### src/rtl/detector_sched_pkg.sv
// Shared state encodings and default sizing for the K-best detector sequencer.
package detector_sched_pkg;

   localparam int unsigned WL        = 16;
   localparam int unsigned ERR_WL    = 8;

   localparam int unsigned STAGES_DEF    = 4;
   localparam int unsigned STAGE_LAT_DEF = 4;
   localparam int unsigned CREDITS_DEF   = 4;
   localparam int unsigned TAG_W_DEF     = 4;

   typedef enum logic [1:0] {
      ST_IDLE  = 2'd0,
      ST_RUN   = 2'd1,
      ST_DRAIN = 2'd2,
      ST_CFG   = 2'd3
   } sched_state_e;

endpackage

### src/rtl/sched_token_pipe.sv
// {valid, tag} token shift register mirroring the detector chain; one tap per stage entry.
module sched_token_pipe
   import detector_sched_pkg::*;
#(
   parameter int unsigned STAGES    = STAGES_DEF,
   parameter int unsigned STAGE_LAT = STAGE_LAT_DEF,
   parameter int unsigned TAG_W     = TAG_W_DEF
) (
   input  logic                      clk_i,
   input  logic                      rst_ni,
   input  logic                      flush_i,
   input  logic                      acc_i,
   input  logic [TAG_W-1:0]          tag_i,
   output logic [STAGES-1:0]         tap_vld_o,
   output logic [STAGES*TAG_W-1:0]   tap_tag_o,
   output logic                      out_vld_o,
   output logic [TAG_W-1:0]          out_tag_o,
   output logic                      busy_o
);

   localparam int unsigned L = STAGES * STAGE_LAT;

   // Entry 0 is the accept itself; register j holds the token j cycles after accept.
   logic [L:1]       vld_q;
   logic [TAG_W-1:0] tag_q [L:1];

   always_ff @(posedge clk_i or negedge rst_ni) begin
      if (!rst_ni) begin
         vld_q <= '0;
         for (int unsigned j = 1; j <= L; j++) tag_q[j] <= '0;
      end else begin
         vld_q    <= flush_i ? '0 : {vld_q[L-1:1], acc_i};
         tag_q[1] <= tag_i;
         for (int unsigned j = 2; j <= L; j++) tag_q[j] <= tag_q[j-1];
      end
   end

   always_comb begin
      tap_vld_o            = '0;
      tap_tag_o            = '0;
      tap_vld_o[0]         = acc_i;
      tap_tag_o[TAG_W-1:0] = tag_i;
      for (int unsigned k = 1; k < STAGES; k++) begin
         tap_vld_o[k]                 = vld_q[k*STAGE_LAT];
         tap_tag_o[k*TAG_W +: TAG_W]  = tag_q[k*STAGE_LAT];
      end
   end

   assign out_vld_o = vld_q[L];
   assign out_tag_o = tag_q[L];
   // The token leaving the last stage is no longer counted as in flight.
   assign busy_o    = acc_i | (|vld_q[L-1:1]);

endmodule

### src/rtl/detector_sched.sv
// Admission/sequencing controller for the pipelined K-best detector chain with credit flow control.
module detector_sched
   import detector_sched_pkg::*;
#(
   parameter int unsigned STAGES    = STAGES_DEF,
   parameter int unsigned STAGE_LAT = STAGE_LAT_DEF,
   parameter int unsigned CREDITS   = CREDITS_DEF,
   parameter int unsigned TAG_W     = TAG_W_DEF
) (
   input  logic                      clk,
   input  logic                      rst,
   input  logic                      en,
   input  logic                      flush,
   input  logic                      cfg_req,
   input  logic                      in_valid,
   output logic                      in_ready,
   output logic [STAGES-1:0]         stage_ld,
   output logic [STAGES*TAG_W-1:0]   stage_tag,
   output logic                      out_push,
   output logic [TAG_W-1:0]          out_tag,
   input  logic                      out_pop,
   output logic                      cfg_load,
   output logic                      busy,
   output logic                      err_pop
);

   localparam int unsigned      CNT_W    = $clog2(CREDITS + 1);
   localparam logic [CNT_W-1:0] CNT_FULL = CNT_W'(CREDITS);

   sched_state_e     state_q;
   logic             cfg_load_q;
   logic             err_q, err_d;
   logic [CNT_W-1:0] cnt_q, cnt_d;
   logic [TAG_W-1:0] tag_q, tag_d;
   logic             accept;
   logic             pipe_out_vld;
   logic             busy_w;

   assign in_ready = (state_q == ST_RUN) && (cnt_q != '0) && !flush;
   assign accept   = in_valid && in_ready;

   sched_token_pipe #(
      .STAGES    (STAGES),
      .STAGE_LAT (STAGE_LAT),
      .TAG_W     (TAG_W)
   ) u_pipe (
      .clk_i     (clk),
      .rst_ni    (rst),
      .flush_i   (flush),
      .acc_i     (accept),
      .tag_i     (tag_q),
      .tap_vld_o (stage_ld),
      .tap_tag_o (stage_tag),
      .out_vld_o (pipe_out_vld),
      .out_tag_o (out_tag),
      .busy_o    (busy_w)
   );

   // Tokens reaching the end in a flush cycle are being aborted, so they never hit the FIFO.
   assign out_push = pipe_out_vld && !flush;
   assign busy     = busy_w;
   assign cfg_load = cfg_load_q;
   assign err_pop  = err_q;

   always_comb begin
      cnt_d = cnt_q;
      tag_d = tag_q;
      err_d = err_q | (out_pop && (cnt_q == CNT_FULL));
      if (flush) begin
         cnt_d = CNT_FULL;
         tag_d = '0;
      end else begin
         if (accept && !out_pop)
            cnt_d = cnt_q - CNT_W'(1);
         else if (!accept && out_pop && (cnt_q != CNT_FULL))
            cnt_d = cnt_q + CNT_W'(1);
         if (accept)
            tag_d = tag_q + TAG_W'(1);
      end
   end

   always_ff @(posedge clk or negedge rst) begin
      if (!rst) begin
         cnt_q <= CNT_FULL;
         tag_q <= '0;
         err_q <= 1'b0;
      end else begin
         cnt_q <= cnt_d;
         tag_q <= tag_d;
         err_q <= err_d;
      end
   end

   always_ff @(posedge clk or negedge rst) begin
      if (!rst) begin
         state_q    <= ST_IDLE;
         cfg_load_q <= 1'b0;
      end else if (flush) begin
         state_q    <= ST_IDLE;
         cfg_load_q <= 1'b0;
      end else begin
         cfg_load_q <= 1'b0;
         unique case (state_q)
            ST_IDLE: begin
               if (cfg_req) begin
                  state_q    <= ST_CFG;
                  cfg_load_q <= 1'b1;
               end else if (en) begin
                  state_q <= ST_RUN;
               end
            end
            ST_RUN: begin
               if (cfg_req || !en) state_q <= ST_DRAIN;
            end
            ST_DRAIN: begin
               if (!busy_w) state_q <= ST_IDLE;
            end
            ST_CFG: begin
               state_q <= ST_IDLE;
            end
            default: state_q <= ST_IDLE;
         endcase
      end
   end

endmodule

### config.mk
export PLATFORM = sky130hd
export DESIGN_NAME = detector_sched
export DESIGN_NICKNAME = d
export VERILOG_FILES = /design/src/rtl/detector_sched_pkg.sv /design/src/rtl/sched_token_pipe.sv /design/src/rtl/detector_sched.sv
export SDC_FILE = /design/constraint.sdc
export NUM_CORES = 1
export LEC_CHECK = 0
export ABC_AREA = 1
export BUFFER_PORTS_ARGS = -buffer_cell sky130_fd_sc_hd__buf_2
export CAP_MARGIN = 20
export CELL_PAD_IN_SITES_DETAIL_PLACEMENT = 0
export CELL_PAD_IN_SITES_GLOBAL_PLACEMENT = 1
export CORE_MARGIN = 2
export CORE_UTILIZATION = 40
export CTS_BUF_LIST = sky130_fd_sc_hd__clkbuf_8
export DETAILED_ROUTE_END_ITERATION = 10
export HOLD_SLACK_MARGIN = 0.06
export PLACE_DENSITY_LB_ADDON = 0.3
export SETUP_SLACK_MARGIN = 0.1
export SKIP_CTS_REPAIR_TIMING = 1
export SKIP_LAST_GASP = 1
export SLEW_MARGIN = 20
export SYNTH_ARGS = -nofsm -noshare
export SYNTH_HDL_FRONTEND = slang
export SYNTH_SLANG_ARGS = --single-unit
### constraint.sdc
create_clock -name clk -period 2 [get_ports clk]
set_clock_uncertainty 0.05 [all_clocks]
set_input_delay 0.4 -clock clk [delete_from_list [all_inputs] [get_ports clk]]
set_output_delay 0.4 -clock clk [all_outputs]
set_load 0.01 [all_outputs]
==> flow_summary.yaml <==
detailed_routing:
  antenna_left: 0
  drt-met1-wl_um: 2140
  drc_errors: 0
  vias_per_cell: 4.20
  firstDrtPassIters: 4
  drt_wl_total_um: 4280
  met3WireLength_um: 223
  first_iter_violations: 52
  dr.max_layer_used: "met4"
  via_count: 1526
  wl_met2_um: 1850
  wl_per_cell_um: 11.8
floorplanning:
  fp.dieArea_um2: 8260
  num_rows: 31
  num_io_pins: 36
  die_x_um: 90.9
  start_util_pct: 41.4
  die_h_um: 90.9
  core_area_um2: 7290
clock_tree:
  cts_tree: "done"
  root_buffer: "clkbuf_8"
  cts_buffers: 9
  path_clk_slew_ps: 90
  htree_levels: 3
  clk_latency_ps: 350
  cts.sinks: 91
  cts.path.max_buffers: 2
critical_path:
  critPathArrivalTime_ps: 1430
  r2r_setup_slack_ps: 250
  path_max_fanout: 7
  reg2reg_depth: 9
  setup.worst_path.end_class: "output port"
  required_ps: 1550
  critPathKind: "flop to output port"
  worst_setup_path_start_kind: "flop"
synth:
  synth_area_leader_cell: "dfrtp_1"
  yosysMostFrequentCell: "dfrtp_1"
  synth_commonest_cells: "90 x dfrtp_1, 33 x nor2_1, 23 x inv_1"
  netlist_instances: 222
  synth_edf_count: 0
  async_flop_share_pct: 100
  yosysSeqAreaShare_pct: 75.4
  synth_ff_type: "dfrtp_1"
  synth_seq_cells: 91
  syn_nets: 231
  synthTopCellsByArea: "dfrtp_1 75%, buf_4 5.0%, nor2_1 4.1%"
  postSynthAreaPerCell_um2: 13.6
  yosysWarningCount: 0
  netlist.area_leader.share_pct: 74.6
  synth_area_um2: 3020
  synth.distinct_cells: 26
layout:
  fin_nets: 268
  area_growth_pct: 15.3
  drive_above_1_share_pct: 31.8
  fin_cells: 363
  diodes: 0
  design_area_um2: 3480
global_routing:
  grt_max_degree: 44
  antenna_found_initial: 0
  grt_pass1_vias: 1514
  grt_usage_pct: 11.4
  grt_overflow: 0
  grt_pass1_wl_um: 7220
placed_design:
  dpl.hpwl_um: 2670
  placed_area_um2: 3190
  io_buffers: 35
  placedCellCount: 337
  place.gp.congestion: 0.758
timing:
  slew_viol_final: 0
  fin_tns_setup_ps: 0
  fin_hold_ws_ps: 243
  fin_crit_sh_pct: 94.2
  final-setup-viol-count: 0
  rsz0062_at_grt: "yes"
  slew_headroom_pct: 71.2
  worst_pin_slew_ps: 432
  hold_violations: 0
  fmax_mhz: 531
  min_period_ps: 1880
min_path:
  min_path_type: "input pin to flop"
  hold_depth: 3
power_and_ir_drop:
  p_per_area_nw_per_um2: 983
  irDropWorstVdd_mv: 0.387
  p_leak_nw: 1.87
run_status:
  outcome: "completed"
flow_run:
  drv_cap: 0
==> critical path, cell delays in order, from the launching register on <==
cell and delay [ps]:
dfrtp_1 450, nor2_4 140, nand2_2 80, nand3_4 100, buf_12 120, nand3_4 60
buf_6 130
==> per-stage QoR <==
stage	utilization [%]	total power, mW	setup slack (ps)
after global routing	47.8	3.63	30.7
after CTS	46.2	3.41	-63.3
after detailed placement	43.8	2.28	286
after floorplan	-	2.19	382
final	47.8	3.42	115
after global placement	43.8	2.28	321
==> registers in the layout, summed over array words and instances, names as in the netlist <==
| signal | flops |
|---|---|
| tag_q | 4 |
| cfg_load | 1 |
| err_pop | 1 |
| cnt_q | 3 |
| u_pipe.vld_q | 16 |
| state_q | 2 |
| u_pipe.tap_tag_o | 12 |
| u_pipe.tag_q | 48 |
| u_pipe.out_tag_o | 4 |
==> area by class of cell <==
cell class | instances | area (um2)
flip-flops and latches | 91 | 2280
clock buffers | 9 | 124
fillers | 708 | 3810
clock inverters | 7 | 52.6
repair buffers | 49 | 323
multi-input cells | 81 | 477
inverters | 27 | 101
well taps | 99 | 124
==> power by group <==
| part | internal, mW | switching [mW] | leakage [nW] |
|---|---|---|---|
| Sequential | 1.91 | 0.0495 | 1.25 |
| Combinational | 0.160 | 0.201 | 0.529 |
| Clock | 0.462 | 0.644 | 0.0894 |
| Total | 2.53 | 0.894 | 1.87 |
==> logic make-up (layout without fill, tap and decap cells) <==
logic type	after synthesis	after routing	synth area share, %
AND/OR/NAND/NOR	71	71	12.7
flip-flops	91	91	75.4
adder cells (fa/ha/maj)	2	2	1.08
buffers and inverters	50	92	9.03
AO/OA/AOI/OAI	7	7	1.45
XOR/XNOR	1	1	0.290
==> layout by cell type, fill, tap and decap left out, types with 2 or more instances in the layout <==
cell type	instances
nand2_1	12
nand4_1	6
nand2_2	2
clkbuf_8	9
buf_2	32
clkinvlp_4	2
a21oi_1	2
nor3_1	2
dfrtp_1	88
inv_1	24
inv_6	2
nor2_4	4
buf_6	2
buf_4	12
buf_12	2
dfrtp_2	2
nor2_1	33
inv_2	4
nand3_1	5
o21ai_1	2
nand3_4	4
==> metal layers <==
| layer | GRT usage [%] | vias up |
|---|---|---|
| met5 | 0 | - |
| met4 | 5.68 | 0 |
| met3 | 4.17 | 8 |
| met2 | 14.9 | 36 |
| met1 | 16.7 | 743 |
| li1 | - | 739 |
==> worst paths after layout <==
path | startpoint | endpoint
worst max register to register | cnt_q[1]$_DFFE_PN0P_ | cnt_q[2]$_DFFE_PN1P_
max in group asynchronous | rst | u_pipe.tag_q[0]$_DFF_PN0_
min in group asynchronous | rst | u_pipe.out_tag_o[2]$_DFF_PN0_
worst min-delay path | cfg_req | cfg_load$_DFF_PN0_
worst min register to register | u_pipe.tag_q[0]$_DFF_PN0_ | u_pipe.tag_q[4]$_DFF_PN0_
worst max-delay path | cnt_q[1]$_DFFE_PN0P_ | busy
(Power assumes the default switching activity.)
